--- config.mk ---
export PLATFORM = sky130hd
export DESIGN_NAME = mem_port_arbiter
export DESIGN_NICKNAME = d
export VERILOG_FILES = /design/src/rtl/mem_port_arbiter_pkg.sv /design/src/rtl/mem_port_arbiter_lane_fmt.sv /design/src/rtl/mem_port_arbiter.sv
export SDC_FILE = /design/constraint.sdc
export NUM_CORES = 1
export LEC_CHECK = 0
export CORE_ASPECT_RATIO = 1.75
export CORE_MARGIN = 5
export CORE_UTILIZATION = 35
export DETAILED_ROUTE_END_ITERATION = 6
export GPL_ROUTABILITY_DRIVEN = 1
export PLACE_DENSITY_LB_ADDON = 0.1
export SLEW_MARGIN = 20
export SYNTH_ARGS = -nofsm -noshare
export SYNTH_HDL_FRONTEND = slang
export SYNTH_SLANG_ARGS = --single-unit
--- constraint.sdc ---
create_clock -name clk -period 2.7 [get_ports clk]
set_input_delay 0.27 -clock clk [delete_from_list [all_inputs] [get_ports clk]]
set_output_delay 0.27 -clock clk [all_outputs]
set_load 0.005 [all_outputs]
--- src/rtl/mem_port_arbiter_pkg.sv ---
// -----------------------------------------------------------------------------
// mem_port_arbiter_pkg
//   Shared definitions for the unified-memory port arbiter: the controller's
//   memory read/write codes, the arbiter FSM state encoding, and a helper
//   that word-aligns a byte address.
// -----------------------------------------------------------------------------
package mem_port_arbiter_pkg;

    // Memory read codes driven by the core controller (3 bits, 0 = no read).
    localparam logic [2:0] MEM_READ_NONE = 3'd0;
    localparam logic [2:0] MEM_READ_LB   = 3'd1;
    localparam logic [2:0] MEM_READ_LH   = 3'd2;
    localparam logic [2:0] MEM_READ_LW   = 3'd3;
    localparam logic [2:0] MEM_READ_LBU  = 3'd4;
    localparam logic [2:0] MEM_READ_LHU  = 3'd5;

    // Memory write codes driven by the core controller (2 bits, 0 = no write).
    localparam logic [1:0] MEM_WRITE_NONE = 2'd0;
    localparam logic [1:0] MEM_WRITE_SB   = 2'd1;
    localparam logic [1:0] MEM_WRITE_SH   = 2'd2;
    localparam logic [1:0] MEM_WRITE_SW   = 2'd3;

    localparam logic [3:0] BE_WORD = 4'b1111;

    typedef enum logic [1:0] {
        ARB_IDLE    = 2'd0,
        ARB_BUSY_IF = 2'd1,
        ARB_BUSY_D  = 2'd2,
        ARB_ERR_D   = 2'd3
    } arb_state_e;

    // Masking (rather than slicing) keeps every address bit referenced.
    function automatic logic [31:0] word_addr(input logic [31:0] addr);
        return addr & 32'hFFFF_FFFC;
    endfunction

endpackage

--- src/rtl/mem_port_arbiter_lane_fmt.sv ---
// -----------------------------------------------------------------------------
// mem_lane_fmt
//   Purely combinational lane formatter for the data path.
//   Request side (live request):
//     req_read, req_write  - controller memory codes
//     req_off              - byte offset within the word (addr[1:0])
//     req_wdata            - right-aligned store data
//     req_err              - misaligned access or illegal/ambiguous code
//     req_we, req_be       - write enable and byte enables for the memory
//     req_wdata_rep        - store data replicated across the byte lanes
//   Load side (latched request + raw memory word):
//     ld_read, ld_off      - code and offset captured at grant
//     raw                  - raw memory word
//     ld_data              - extracted, sign/zero-extended load data (0 if
//                            no read)
// -----------------------------------------------------------------------------
module mem_lane_fmt
    import mem_port_arbiter_pkg::*;
(
    input  logic [2:0]  req_read,
    input  logic [1:0]  req_write,
    input  logic [1:0]  req_off,
    input  logic [31:0] req_wdata,
    output logic        req_err,
    output logic        req_we,
    output logic [3:0]  req_be,
    output logic [31:0] req_wdata_rep,
    input  logic [2:0]  ld_read,
    input  logic [1:0]  ld_off,
    input  logic [31:0] raw,
    output logic [31:0] ld_data
);

    logic [7:0]  ld_byte;
    logic [15:0] ld_half;

    // NOTE: every output gets a default before any branch so no path through
    // the block leaves a signal unassigned, which would infer a latch.
    always_comb begin
        req_err       = 1'b0;
        req_we        = 1'b0;
        req_be        = BE_WORD;
        req_wdata_rep = req_wdata;

        // Exactly one of read/write must be requested.
        if ((req_read != MEM_READ_NONE) == (req_write != MEM_WRITE_NONE)) begin
            req_err = 1'b1;
        end else if (req_write != MEM_WRITE_NONE) begin
            req_we = 1'b1;
            case (req_write)
                MEM_WRITE_SB: begin
                    req_be        = 4'b0001 << req_off;
                    req_wdata_rep = {4{req_wdata[7:0]}};
                end
                MEM_WRITE_SH: begin
                    req_be        = 4'b0011 << req_off;
                    req_wdata_rep = {2{req_wdata[15:0]}};
                    req_err       = req_off[0];
                end
                default: begin
                    req_err = (req_off != 2'b00);
                end
            endcase
        end else begin
            case (req_read)
                MEM_READ_LB, MEM_READ_LBU: req_err = 1'b0;
                MEM_READ_LH, MEM_READ_LHU: req_err = req_off[0];
                MEM_READ_LW:               req_err = (req_off != 2'b00);
                default:                   req_err = 1'b1;
            endcase
        end
    end

    always_comb begin
        case (ld_off)
            2'd0:    ld_byte = raw[7:0];
            2'd1:    ld_byte = raw[15:8];
            2'd2:    ld_byte = raw[23:16];
            default: ld_byte = raw[31:24];
        endcase
        ld_half = ld_off[1] ? raw[31:16] : raw[15:0];

        ld_data = '0;
        case (ld_read)
            MEM_READ_LB:  ld_data = {{24{ld_byte[7]}}, ld_byte};
            MEM_READ_LBU: ld_data = {24'b0, ld_byte};
            MEM_READ_LH:  ld_data = {{16{ld_half[15]}}, ld_half};
            MEM_READ_LHU: ld_data = {16'b0, ld_half};
            MEM_READ_LW:  ld_data = raw;
            default:      ld_data = '0;
        endcase
    end

endmodule

--- src/rtl/mem_port_arbiter.sv ---
// -----------------------------------------------------------------------------
// mem_port_arbiter
//   Shares one single-port memory between instruction fetch and load/store.
//   One transaction outstanding at a time; data has priority, but after
//   STARVE_MAX consecutive data grants with fetch waiting, fetch goes next.
//   Ports:
//     clk, rst_n                    - clock, async active-low reset
//     if_req/if_addr/if_gnt         - fetch request handshake
//     if_rvalid/if_rdata            - fetch completion (one-cycle pulse)
//     d_req/d_addr/d_read/d_write/d_wdata/d_gnt - data request handshake
//     d_rvalid/d_rdata/d_err        - data completion (loads, stores, errors)
//     mem_req/mem_addr/mem_we/mem_be/mem_wdata  - memory request, held until
//                                     mem_ack
//     mem_ack/mem_rdata             - memory completion and raw read word
// -----------------------------------------------------------------------------
module mem_port_arbiter
    import mem_port_arbiter_pkg::*;
#(
    parameter int unsigned STARVE_MAX = 4
) (
    input  logic        clk,
    input  logic        rst_n,
    input  logic        if_req,
    input  logic [31:0] if_addr,
    output logic        if_gnt,
    output logic        if_rvalid,
    output logic [31:0] if_rdata,
    input  logic        d_req,
    input  logic [31:0] d_addr,
    input  logic [2:0]  d_read,
    input  logic [1:0]  d_write,
    input  logic [31:0] d_wdata,
    output logic        d_gnt,
    output logic        d_rvalid,
    output logic [31:0] d_rdata,
    output logic        d_err,
    output logic        mem_req,
    output logic [31:0] mem_addr,
    output logic        mem_we,
    output logic [3:0]  mem_be,
    output logic [31:0] mem_wdata,
    input  logic        mem_ack,
    input  logic [31:0] mem_rdata
);

    localparam int unsigned       CNT_W      = $clog2(STARVE_MAX + 1);
    localparam logic [CNT_W-1:0]  STARVE_LIM = CNT_W'(STARVE_MAX);

    arb_state_e       state;
    arb_state_e       state_next;
    logic [CNT_W-1:0] starve_cnt;
    logic             d_win;
    logic             if_win;

    logic             req_err;
    logic             req_we;
    logic [3:0]       req_be;
    logic [31:0]      req_wdata_rep;
    logic [31:0]      ld_data;

    logic [2:0]       ld_code_q;
    logic [1:0]       ld_off_q;
    logic             mem_req_q;
    logic [31:0]      mem_addr_q;
    logic             mem_we_q;
    logic [3:0]       mem_be_q;
    logic [31:0]      mem_wdata_q;
    logic             if_rvalid_q;
    logic [31:0]      if_rdata_q;
    logic             d_rvalid_q;
    logic [31:0]      d_rdata_q;
    logic             d_err_q;

    mem_lane_fmt u_lane_fmt (
        .req_read      (d_read),
        .req_write     (d_write),
        .req_off       (d_addr[1:0]),
        .req_wdata     (d_wdata),
        .req_err       (req_err),
        .req_we        (req_we),
        .req_be        (req_be),
        .req_wdata_rep (req_wdata_rep),
        .ld_read       (ld_code_q),
        .ld_off        (ld_off_q),
        .raw           (mem_rdata),
        .ld_data       (ld_data)
    );

    // Arbitration: data wins unless fetch is waiting and data has already
    // taken STARVE_MAX grants in a row.
    always_comb begin
        d_win  = 1'b0;
        if_win = 1'b0;
        if (state == ARB_IDLE) begin
            if (d_req && (!if_req || (starve_cnt < STARVE_LIM))) begin
                d_win = 1'b1;
            end else if (if_req) begin
                if_win = 1'b1;
            end
        end
    end

    // Grants are combinational; masking with rst_n keeps them low while
    // reset is asserted even though the state already reads IDLE.
    assign d_gnt  = d_win & rst_n;
    assign if_gnt = if_win & rst_n;

    always_comb begin
        state_next = state;
        case (state)
            ARB_IDLE: begin
                if (d_win) begin
                    state_next = req_err ? ARB_ERR_D : ARB_BUSY_D;
                end else if (if_win) begin
                    state_next = ARB_BUSY_IF;
                end
            end
            ARB_BUSY_IF, ARB_BUSY_D: begin
                if (mem_ack) state_next = ARB_IDLE;
            end
            default: state_next = ARB_IDLE;
        endcase
    end

    // NOTE: sequential state uses non-blocking assignments so every register
    // samples pre-edge values regardless of statement order.
    always_ff @(posedge clk or negedge rst_n) begin
        if (!rst_n) state <= ARB_IDLE;
        else        state <= state_next;
    end

    // The counter only moves in IDLE; any IDLE cycle without a pending fetch
    // means fetch is not being starved, so the count restarts.
    always_ff @(posedge clk or negedge rst_n) begin
        if (!rst_n) begin
            starve_cnt <= '0;
        end else if (state == ARB_IDLE) begin
            if (if_win || !if_req) begin
                starve_cnt <= '0;
            end else if (d_win && (starve_cnt != STARVE_LIM)) begin
                starve_cnt <= starve_cnt + CNT_W'(1);
            end
        end
    end

    // Datapath registers are all reset as well: every output must read 0
    // during reset, and an abandoned transaction must leave no trace.
    always_ff @(posedge clk or negedge rst_n) begin
        if (!rst_n) begin
            ld_code_q   <= MEM_READ_NONE;
            ld_off_q    <= '0;
            mem_req_q   <= 1'b0;
            mem_addr_q  <= '0;
            mem_we_q    <= 1'b0;
            mem_be_q    <= '0;
            mem_wdata_q <= '0;
            if_rvalid_q <= 1'b0;
            if_rdata_q  <= '0;
            d_rvalid_q  <= 1'b0;
            d_rdata_q   <= '0;
            d_err_q     <= 1'b0;
        end else begin
            if_rvalid_q <= 1'b0;
            d_rvalid_q  <= 1'b0;
            d_err_q     <= 1'b0;
            case (state)
                ARB_IDLE: begin
                    if (d_win) begin
                        ld_code_q <= d_read;
                        ld_off_q  <= d_addr[1:0];
                        if (req_err) begin
                            // No memory access; the ERR_D cycle reports it.
                            d_rvalid_q <= 1'b1;
                            d_err_q    <= 1'b1;
                            d_rdata_q  <= '0;
                        end else begin
                            mem_req_q   <= 1'b1;
                            mem_addr_q  <= word_addr(d_addr);
                            mem_we_q    <= req_we;
                            mem_be_q    <= req_be;
                            mem_wdata_q <= req_wdata_rep;
                        end
                    end else if (if_win) begin
                        mem_req_q   <= 1'b1;
                        mem_addr_q  <= word_addr(if_addr);
                        mem_we_q    <= 1'b0;
                        mem_be_q    <= BE_WORD;
                        mem_wdata_q <= '0;
                    end
                end
                ARB_BUSY_IF: begin
                    if (mem_ack) begin
                        mem_req_q   <= 1'b0;
                        if_rvalid_q <= 1'b1;
                        if_rdata_q  <= mem_rdata;
                    end
                end
                ARB_BUSY_D: begin
                    if (mem_ack) begin
                        mem_req_q  <= 1'b0;
                        d_rvalid_q <= 1'b1;
                        // Stores latched MEM_READ_NONE, so ld_data is 0.
                        d_rdata_q  <= ld_data;
                    end
                end
                default: begin
                end
            endcase
        end
    end

    assign mem_req   = mem_req_q;
    assign mem_addr  = mem_addr_q;
    assign mem_we    = mem_we_q;
    assign mem_be    = mem_be_q;
    assign mem_wdata = mem_wdata_q;
    assign if_rvalid = if_rvalid_q;
    assign if_rdata  = if_rdata_q;
    assign d_rvalid  = d_rvalid_q;
    assign d_rdata   = d_rdata_q;
    assign d_err     = d_err_q;

endmodule

==> flow_summary.rst, run 1 <==
.. list-table::
   :header-rows: 1

   * - Metric
     - Value
   * - Antenna violation net count after detailed routing
     - 0
   * - Post-layout power
     - 10.8 mW
   * - Pins over their slew limit
     - 0
   * - CP arrival
     - 2.18 ns
   * - Vias per Instance
     - 5.21
   * - Sequential cell area
     - 0.00363 sq mm
   * - Post-detailed-placement half-perimeter wirelength
     - 17.3 mm
   * - Die outline width
     - 117 um
   * - Post-placement setup slack
     - -0.0502 ns
   * - Vias in the first global route
     - 6581
   * - Most used flip-flop cell after synthesis
     - sky130_fd_sc_hd__dfrtp_1
   * - Maximum clock skew at final layout
     - 0.00662 ns
   * - Root buf cell
     - sky130_fd_sc_hd__clkbuf_16
   * - Total number of vias
     - 6194
   * - Seq/Total Area, Yosys
     - 52.1%
   * - Lkg Pwr
     - 4.55 nW
   * - Post-layout utilization of the core
     - 54.1%
   * - I/O Pins
     - 277
   * - First-pass iteration count of the detailed router
     - 6
   * - Placement row count
     - 68
   * - Average wire per cell in the routed design
     - 19.4 um
   * - Actual slew at the worst max-slew pin
     - 1.05 ns
   * - Setup bufs post-CTS
     - 0
   * - Top cells by area, synth
     - sky130_fd_sc_hd__dfrtp_1 (52%), sky130_fd_sc_hd__mux2_2 (10%), sky130_fd_sc_hd__nand2_1 (7.8%)
   * - Wire length of the first global-routing pass
     - 35.7 mm
   * - Count of final setup violators
     - 0
   * - Worst R2R Start
     - state[0]
   * - Clock latency of the later-clocked register in the worst-skew pair
     - 0.43 ns
   * - Most common library cells after synthesis
     - sky130_fd_sc_hd__dfrtp_1 (145), sky130_fd_sc_hd__nand2_1 (145), sky130_fd_sc_hd__mux2_2 (63), sky130_fd_sc_hd__o21ai_0 (42), sky130_fd_sc_hd__a21oi_1 (36)
   * - Largest area contributor in the netlist
     - sky130_fd_sc_hd__dfrtp_1
   * - Nets@finish
     - 1076
   * - Count of H-tree levels built during CTS
     - 4
   * - Core region area
     - 0.0197 sq mm
   * - Total global-route track usage
     - 20.3%
   * - Num CTS Buffers
     - 17
   * - Largest fanout on the critical path
     - 16
   * - Height of the die
     - 197 um
   * - Number of different library cells in the post-synthesis netlist
     - 50
   * - Post-synthesis instance area
     - 0.00697 sq mm
   * - Worst setup SP type
     - flip-flop
   * - Setup repair after global routing missed its margin
     - no
   * - Avg Synthesized Cell Area
     - 10.5 sq um
   * - Number of buffers on the longest clock path
     - 2
   * - Req. time, crit path
     - 2.43 ns
   * - Area share of the largest cell type after synthesis
     - 52.1%
   * - Reg-to-reg endpoint
     - d_rdata[4]
   * - Share of synthesized registers carrying an async set or reset
     - 100%
   * - Synth warn
     - 0
   * - Final critical path time including I/O delays and setup
     - 2.45 ns
   * - Final clock period utilization by the worst path
     - 90.8%
   * - Count of buffers from port buffering
     - 272
   * - Gate Count Post-Synth
     - 661
   * - Crit end category
     - output port
   * - Clock-pin slew reported for the worst setup and hold paths after clock tree synthesis
     - 0.06 ns
   * - Total congestion overflow
     - 0
   * - Post-route DRC
     - 0
   * - Die footprint
     - 0.0229 sq mm
   * - Post-cts resize count
     - 0
   * - Number of antenna violations at the first check in global routing
     - 1
   * - Area Growth Syn to Fin
     - 52.6%
   * - Final number of hold-violating endpoints
     - 0
   * - Clock tree from TritonCTS
     - built
   * - Detailed Route Iter0 Violations
     - 434
   * - Worst min path class
     - in -> async
   * - Max-slew headroom
     - 30.1%
   * - Worst Reg-to-Reg Cells
     - 5
   * - Crit Path Class
     - reg -> out
   * - Layout cell share with drive strength beyond 1
     - 14.0%
   * - Overall routed net length
     - 23.0 mm
   * - PwrDens
     - 1010 mW/mm^2
   * - Number of fillers in the final layout
     - 1779
   * - Final Hold Slack
     - 0.303 ns
   * - Maximum vdd ir drop
     - 0.000566 V
   * - Post-synthesis sequential element count
     - 145
   * - Status
     - finished clean
   * - Fmax
     - 0.408 GHz
   * - Num Clock Sinks
     - 145
   * - Post-synth EDFFs
     - 0
   * - Post-route worst setup slack
     - 0.250 ns
   * - Area occupied by multi-input gates
     - 0.00307 sq mm
   * - Initial core utilization
     - 35.4%
   * - Largest net degree at the start of global routing
     - 115
   * - RD Place Congestion
     - 0.877
   * - Worst setup slack for register-to-register paths
     - 0.50 ns
   * - Number of max-cap violations
     - 0
critical path, cell delays in order (launching register included):
cell                              delay (ns)
sky130_fd_sc_hd__dfrtp_1                0.38
sky130_fd_sc_hd__inv_1                  0.11
sky130_fd_sc_hd__ha_1                   0.19
sky130_fd_sc_hd__buf_4                  0.21
sky130_fd_sc_hd__and3_1                 0.20
sky130_fd_sc_hd__and2_1                 0.13
sky130_fd_sc_hd__clkdlybuf4s50_1        0.53
timing repair:
item                       4_1_cts  5_1_grt
hold buffers                     1        0
hold endpoints to repair        31        0
setup endpoints to repair        0        0
cell type report:
cell class / count / share of cell area, %
tap: 245 / 2.88
clock buffer: 23 / 4.59
clock inverter: 9 / 0.765
multi-input combinational: 451 / 28.9
sequential: 145 / 34.1
antenna: 1 / 0.0235
inverter: 17 / 0.600
timing repair buffer: 297 / 28.1
stage by stage:
stage	TNS, ns	area (sq um)	instances
global placement	0	10000	1154
finish	0	10600	1188
CTS	0	10600	1187
floorplan	0	6970	662
global route	0	10600	1188
detailed placement	-0.987	10000	1154
kinds of logic (layout without fill, tap and decap cells):
| logic type | Yosys count | in the layout | synth area share (%) |
|---|---|---|---|
| and+or+nand+nor | 192 | 192 | 11.8 |
| AOI/OAI and AO/OA | 176 | 176 | 17.5 |
| DFF | 145 | 145 | 52.1 |
| muxes | 71 | 71 | 12.6 |
| buffers and inverters | 66 | 346 | 4.20 |
| adders and majority gates | 9 | 9 | 1.62 |
| other | 1 | 3 | 0.0538 |
| xor gates and xnor gates | 1 | 1 | 0.126 |
power by group:
| part | switching [mW] | internal (mW) |
|---|---|---|
| registers | 0.547 | 3.06 |
| clock network | 0.908 | 1.36 |
| logic | 2.10 | 2.81 |
flip-flops by register name, indices dropped and copies added (netlist names):
signal / count
mem_we: 1
mem_be: 4
ld_code_q: 3
mem_wdata: 32
mem_req: 1
d_rvalid: 1
starve_cnt: 3
if_rvalid: 1
mem_addr: 30
ld_off_q: 2
d_err: 1
d_rdata: 32
state: 2
if_rdata: 32
worst max-delay path by stage:
stage                    start            to  slack, ns  cells past startpoint
finish                state[0]         d_gnt       0.25                      6
global route          state[0]        if_gnt       0.11                      6
CTS                   state[0]        if_gnt       0.19                      6
detailed placement  d_write[0]  mem_addr[21]      -0.05                      9
global placement    d_write[0]  mem_addr[16]       0.06                     10
floorplan           d_write[0]  mem_wdata[6]       0.62                     10
layout by cell type, fill, tap and decap left out, drive strengths merged, types with 3 or more instances in the layout:
cell type	instances
buf	25
clkinv	5
clkinvlp	3
mux2	63
o2bb2ai	24
o21ai	45
clkdlybuf4s50	271
nor2b	8
dfrtp	145
a21oi	37
nor2	9
a22o	9
clkbuf	23
o31ai	18
o211ai	3
a222oi	7
and3	10
nand3b	3
nor3	3
a221oi	7
a221o	8
nand2b	3
and2	4
inv	17
nand2	145
mux4	7
o22ai	4
ha	9
per-layer routing:
metal | vias up | share of wire (%) | global-route usage, % | wire length, um
li1 | 2900 | - | - | -
met1 | 2994 | 36 | 22.2 | 8180
met2 | 263 | 53 | 35.9 | 12300
met3 | 37 | 8.2 | 6.82 | 1890
met4 | 0 | 2.7 | 7.70 | 616
met5 | - | 0 | 0 | 0
No activity file was read; power rests on OpenSTA's default activity.
==> inputs of run 2 (changes only) <==
TNS_END_PERCENT = 20   (was unset)
==> results of run 2 <==
No change in the layout: final DEF, timing and power equal those of run 1.
==> inputs of run 3 (changes only) <==
SYNTH_HIERARCHICAL = 1   (was unset)
==> run 3 against run 2 <==
Net effect: worst setup slack better by 0.092 ns; sequential power increased by 2%; flip-flop and latch count is the same; first-iteration DRC count decreased by 16%; cell count rose by 17%; largest cell class is now multi-input gates.
==> flow_summary.rst, run 3 <==
.. list-table::
   :header-rows: 1

   * - Metric
     - Value
   * - Status
     - finished clean
   * - Main combinational cell family by area after synthesis
     - multiplexers
   * - Largest net degree at the start of global routing
     - 122 (+6.1%)
   * - Post-route DRC
     - 0 (unchanged)
   * - Post-synthesis sequential element count
     - 145 (unchanged)
   * - Average wire per cell in the routed design
     - 18.6 um (-3.7%)
   * - Detailed Route Iter0 Violations
     - 364 (-16%)
   * - Area of all placed cells without fillers
     - 0.0120 sq mm (+13%)
   * - Crit end category
     - output port
   * - Post-layout power
     - 12.1 mW (+12%)
   * - Number of buffers on the longest clock path
     - 2 (unchanged)
   * - Number of different library cells in the post-synthesis netlist
     - 49 (-2.0%)
   * - Req. time, crit path
     - 2.43 ns (about the same)
   * - Buffering stage count on the worst path with inverters included
     - 3 (unchanged)
   * - Overall routed net length
     - 25.8 mm (+12%)
   * - Largest fanout on the critical path
     - 12 (-4)
   * - Placement row count
     - 74 (+8.8%)
   * - Clock-pin slew reported for the worst setup and hold paths after clock tree synthesis
     - 0.06 ns (about the same)
   * - I/O Pins
     - 277 (unchanged)
   * - Number of max-cap violations
     - 0 (unchanged)
   * - CP arrival
     - 2.09 ns (-0.09 ns)
   * - Final Hold Slack
     - 0.355 ns (+0.0520 ns)
   * - Crit-path max cell delay
     - 0.54 ns (about the same)
   * - Area after DPL
     - 0.0114 sq mm (+14%)
   * - Fraction of synthesized cell area in xor and xnor cells
     - 0.105% (-0.020 points)
   * - Number of antenna violations at the first check in global routing
     - 0 (-1)
   * - Top cells by area, synth
     - sky130_fd_sc_hd__dfrtp_1 (44%), sky130_fd_sc_hd__mux2i_1 (9.9%), sky130_fd_sc_hd__mux2_2 (8.4%)
   * - Crit Path Class
     - reg -> out
   * - Worst setup SP type
     - flip-flop
   * - Num CTS Buffers
     - 17 (unchanged)
   * - Count of final setup violators
     - 0 (unchanged)
   * - Final clock period utilization by the worst path
     - 87.3% (-3.4 points)
   * - Largest area contributor in the netlist
     - sky130_fd_sc_hd__dfrtp_1
   * - Antenna diodes
     - 0 (-1)
   * - Initial core utilization
     - 35.5% (+0.068 points)
   * - Post-placement setup slack
     - -0.0921 ns (-0.0419 ns)
   * - Worst min path class
     - in -> async
   * - Final number of hold-violating endpoints
     - 0 (unchanged)
   * - PwrDens
     - 1010 mW/mm^2 (-0.50%)
   * - Post-route worst setup slack
     - 0.342 ns (+0.0924 ns)
   * - Most frequent standard cell in the layout excluding fill and tap cells
     - sky130_fd_sc_hd__clkdlybuf4s50_1
   * - Post-synthesis instance area
     - 0.00832 sq mm (+19%)
   * - Share of synthesized registers carrying an async set or reset
     - 100% (unchanged)
   * - Num Clock Sinks
     - 145 (unchanged)
   * - Count of H-tree levels built during CTS
     - 4 (unchanged)
   * - Commonest cells after routing, fill and taps aside
     - sky130_fd_sc_hd__clkdlybuf4s50_1 (271), sky130_fd_sc_hd__dfrtp_1 (145), sky130_fd_sc_hd__nand2_1 (117)
   * - Gate Count Post-Synth
     - 798 (+21%)
   * - Total number of vias
     - 6675 (+7.8%)
   * - Portion of netlist area occupied by mux cells
     - 25.7% (+13 points)
   * - Total global-route track usage
     - 19.1% (-1.2 points)
   * - Basic-gate share of the synthesized area counting and, or, nand and nor cells
     - 10.1% (-1.7 points)
   * - Post-layout utilization of the core
     - 51.1% (-3.0 points)
   * - Height of the die
     - 214 um (+8.8%)
   * - Pins over their slew limit
     - 0 (unchanged)
   * - Vias per Instance
     - 4.82 (-7.6%)
   * - Setup bufs post-CTS
     - 0 (unchanged)
   * - Layout cell share with drive strength beyond 1
     - 16.5% (+2.5 points)
   * - RD Place Congestion
     - 0.859 (-2.1%)
   * - Seq/Total Area, Yosys
     - 43.6% (-8.5 points)
   * - Core region area
     - 0.0234 sq mm (+19%)
   * - Count of hold-fix buffers inserted at cts
     - 1 (unchanged)
   * - Ordered list of cells on the worst path
     - inv_1 > ha_1 > buf_4 > nand3_1 > nor2_1 > clkdlybuf4s50_1
   * - Lkg Pwr
     - 5.15 nW (+13%)
   * - Most used flip-flop cell after synthesis
     - sky130_fd_sc_hd__dfrtp_1
   * - Area fraction in compound gates after synthesis
     - 10.2% (-7.3 points)
   * - Die footprint
     - 0.0271 sq mm (+18%)
   * - Area Growth Syn to Fin
     - 44.0%
   * - Post-synth EDFFs
     - 0 (unchanged)
   * - Setup repair after global routing missed its margin
     - no
   * - Inst Count DP
     - 1353 (+17%)
   * - Synthesized-area fraction occupied by adder cells
     - 1.35% (-0.26 points)
   * - Die outline width
     - 127 um (+8.5%)
   * - Maximum vdd ir drop
     - 0.000415 V (-27%)
   * - Nets@finish
     - 1216 (+13%)
   * - Clock tree from TritonCTS
     - built
   * - Maximum clock skew at final layout
     - 0.0104 ns (+0.00373 ns)
   * - Fmax
     - 0.424 GHz (+3.9%)
   * - Leading cell type by number of instances after synthesis
     - sky130_fd_sc_hd__dfrtp_1
   * - Worst-path cell with the longest stage delay
     - sky130_fd_sc_hd__clkdlybuf4s50_1
   * - Antenna violation net count after detailed routing
     - 0 (unchanged)
   * - Post-cts resize count
     - 0 (unchanged)
   * - Family with the most delay on the worst path
     - buffers and inverters
   * - Vias in the first global route
     - 7235 (+9.9%)
   * - TNS Setup
     - 0 ns (unchanged)
   * - First-pass iteration count of the detailed router
     - 4 (-2)
   * - Final critical path time including I/O delays and setup
     - 2.36 ns (-0.0924 ns)
   * - Post-detailed-placement half-perimeter wirelength
     - 19.3 mm (+11%)
   * - Number of fillers in the final layout
     - 2208 (+24%)
   * - Avg Synthesized Cell Area
     - 10.4 sq um (-1.1%)
   * - Count of buffers from port buffering
     - 272 (unchanged)
   * - Area share of the largest cell type after synthesis
     - 43.6% (-8.5 points)
   * - Wire length of the first global-routing pass
     - 40.5 mm (+13%)
   * - Actual slew at the worst max-slew pin
     - 0.712 ns (-0.334 ns)
   * - Root buf cell
     - sky130_fd_sc_hd__clkbuf_16
   * - Clock latency of the later-clocked register in the worst-skew pair
     - 0.42 ns (about the same)
   * - Total congestion overflow
     - 0 (unchanged)
   * - Most common library cells after synthesis
     - sky130_fd_sc_hd__dfrtp_1 (145), sky130_fd_sc_hd__nand2_1 (117), sky130_fd_sc_hd__inv_1 (89), sky130_fd_sc_hd__mux2i_1 (82), sky130_fd_sc_hd__mux2_2 (62)
   * - Non-filler instance count after layout
     - 1386 (+17%)
   * - Synth warn
     - 6 (+6)
   * - Max-slew headroom
     - 52.3% (+22 points)
## run 3: cell types whose count changed in the layout (fill, tap and decap cells not counted), moves of 24 or more
cell	change
sky130_fd_sc_hd__mux2i_1	+81
sky130_fd_sc_hd__inv_1	+72
sky130_fd_sc_hd__mux2_4	+31
sky130_fd_sc_hd__nand2_1	-28
sky130_fd_sc_hd__a21oi_1	-26
sky130_fd_sc_hd__o21ai_0	-25
sky130_fd_sc_hd__o2bb2ai_1	-24
## run 3: per-layer routing
| metal | wire, um | vias up | global-route usage (%) |
|---|---|---|---|
| met5 | 0 | - | 0 |
| met4 | 1020 | 0 | 8.41 |
| met3 | 1670 | 40 | 5.43 |
| met2 | 13500 | 223 | 34.2 |
| met1 | 9590 | 3180 | 20.6 |
| li1 | - | 3232 | - |
## run 3: worst register-to-register path, stage by stage, from the launching register on
cell                       delay, ns
sky130_fd_sc_hd__dfrtp_1        0.57
sky130_fd_sc_hd__buf_4          0.46
sky130_fd_sc_hd__mux4_2         0.58
sky130_fd_sc_hd__nand2_1        0.08
sky130_fd_sc_hd__o211ai_1       0.10
sky130_fd_sc_hd__nand2_1        0.11
sky130_fd_sc_hd__mux2i_1        0.08
## run 3: report_power, final
group	leakage, nW	total (mW)	internal [mW]	switching [mW]
sequential	1.83	3.69	3.12	0.565
combinational	3.06	6.17	3.55	2.62
clock	0.252	2.23	1.28	0.945
total	5.15	12.1	7.96	4.13
## run 3: worst paths after layout
check,start,to,slack (ns),cells after the start
max,state[0],if_gnt,0.34,6
min,rst_n,mem_wdata[3],0.36,2
max reg2reg,ld_off_q[1],d_rdata[3],0.61,6
min reg2reg,if_rdata[7],if_rdata[7],0.50,1
max in group asynchronous,rst_n,mem_wdata[26],1.39,3
min in group clk,d_read[2],ld_code_q[2],0.46,3
## run 3: area by class of cell
cell class / count / area, sq um / area share [%]
multi-input combinational: 500 / 3970 / 33.1
clock buffer: 22 / 454 / 3.79
timing repair buffer: 315 / 3120 / 26.1
clock inverter: 10 / 87.6 / 0.731
inverter: 90 / 338 / 2.82
tap: 304 / 380 / 3.18
sequential: 145 / 3630 / 30.3
## run 3: kinds of logic (layout without fill, tap and decap cells)
| group | after synthesis | count (layout) |
|---|---|---|
| AO/OA/AOI/OAI | 114 | 114 |
| XOR/XNOR | 1 | 1 |
| adder cells (fa/ha/maj) | 9 | 9 |
| buffers and inverters | 154 | 437 |
| flip-flops | 145 | 145 |
| multiplexers | 182 | 182 |
| other | 1 | 2 |
| AND/OR/NAND/NOR | 192 | 192 |
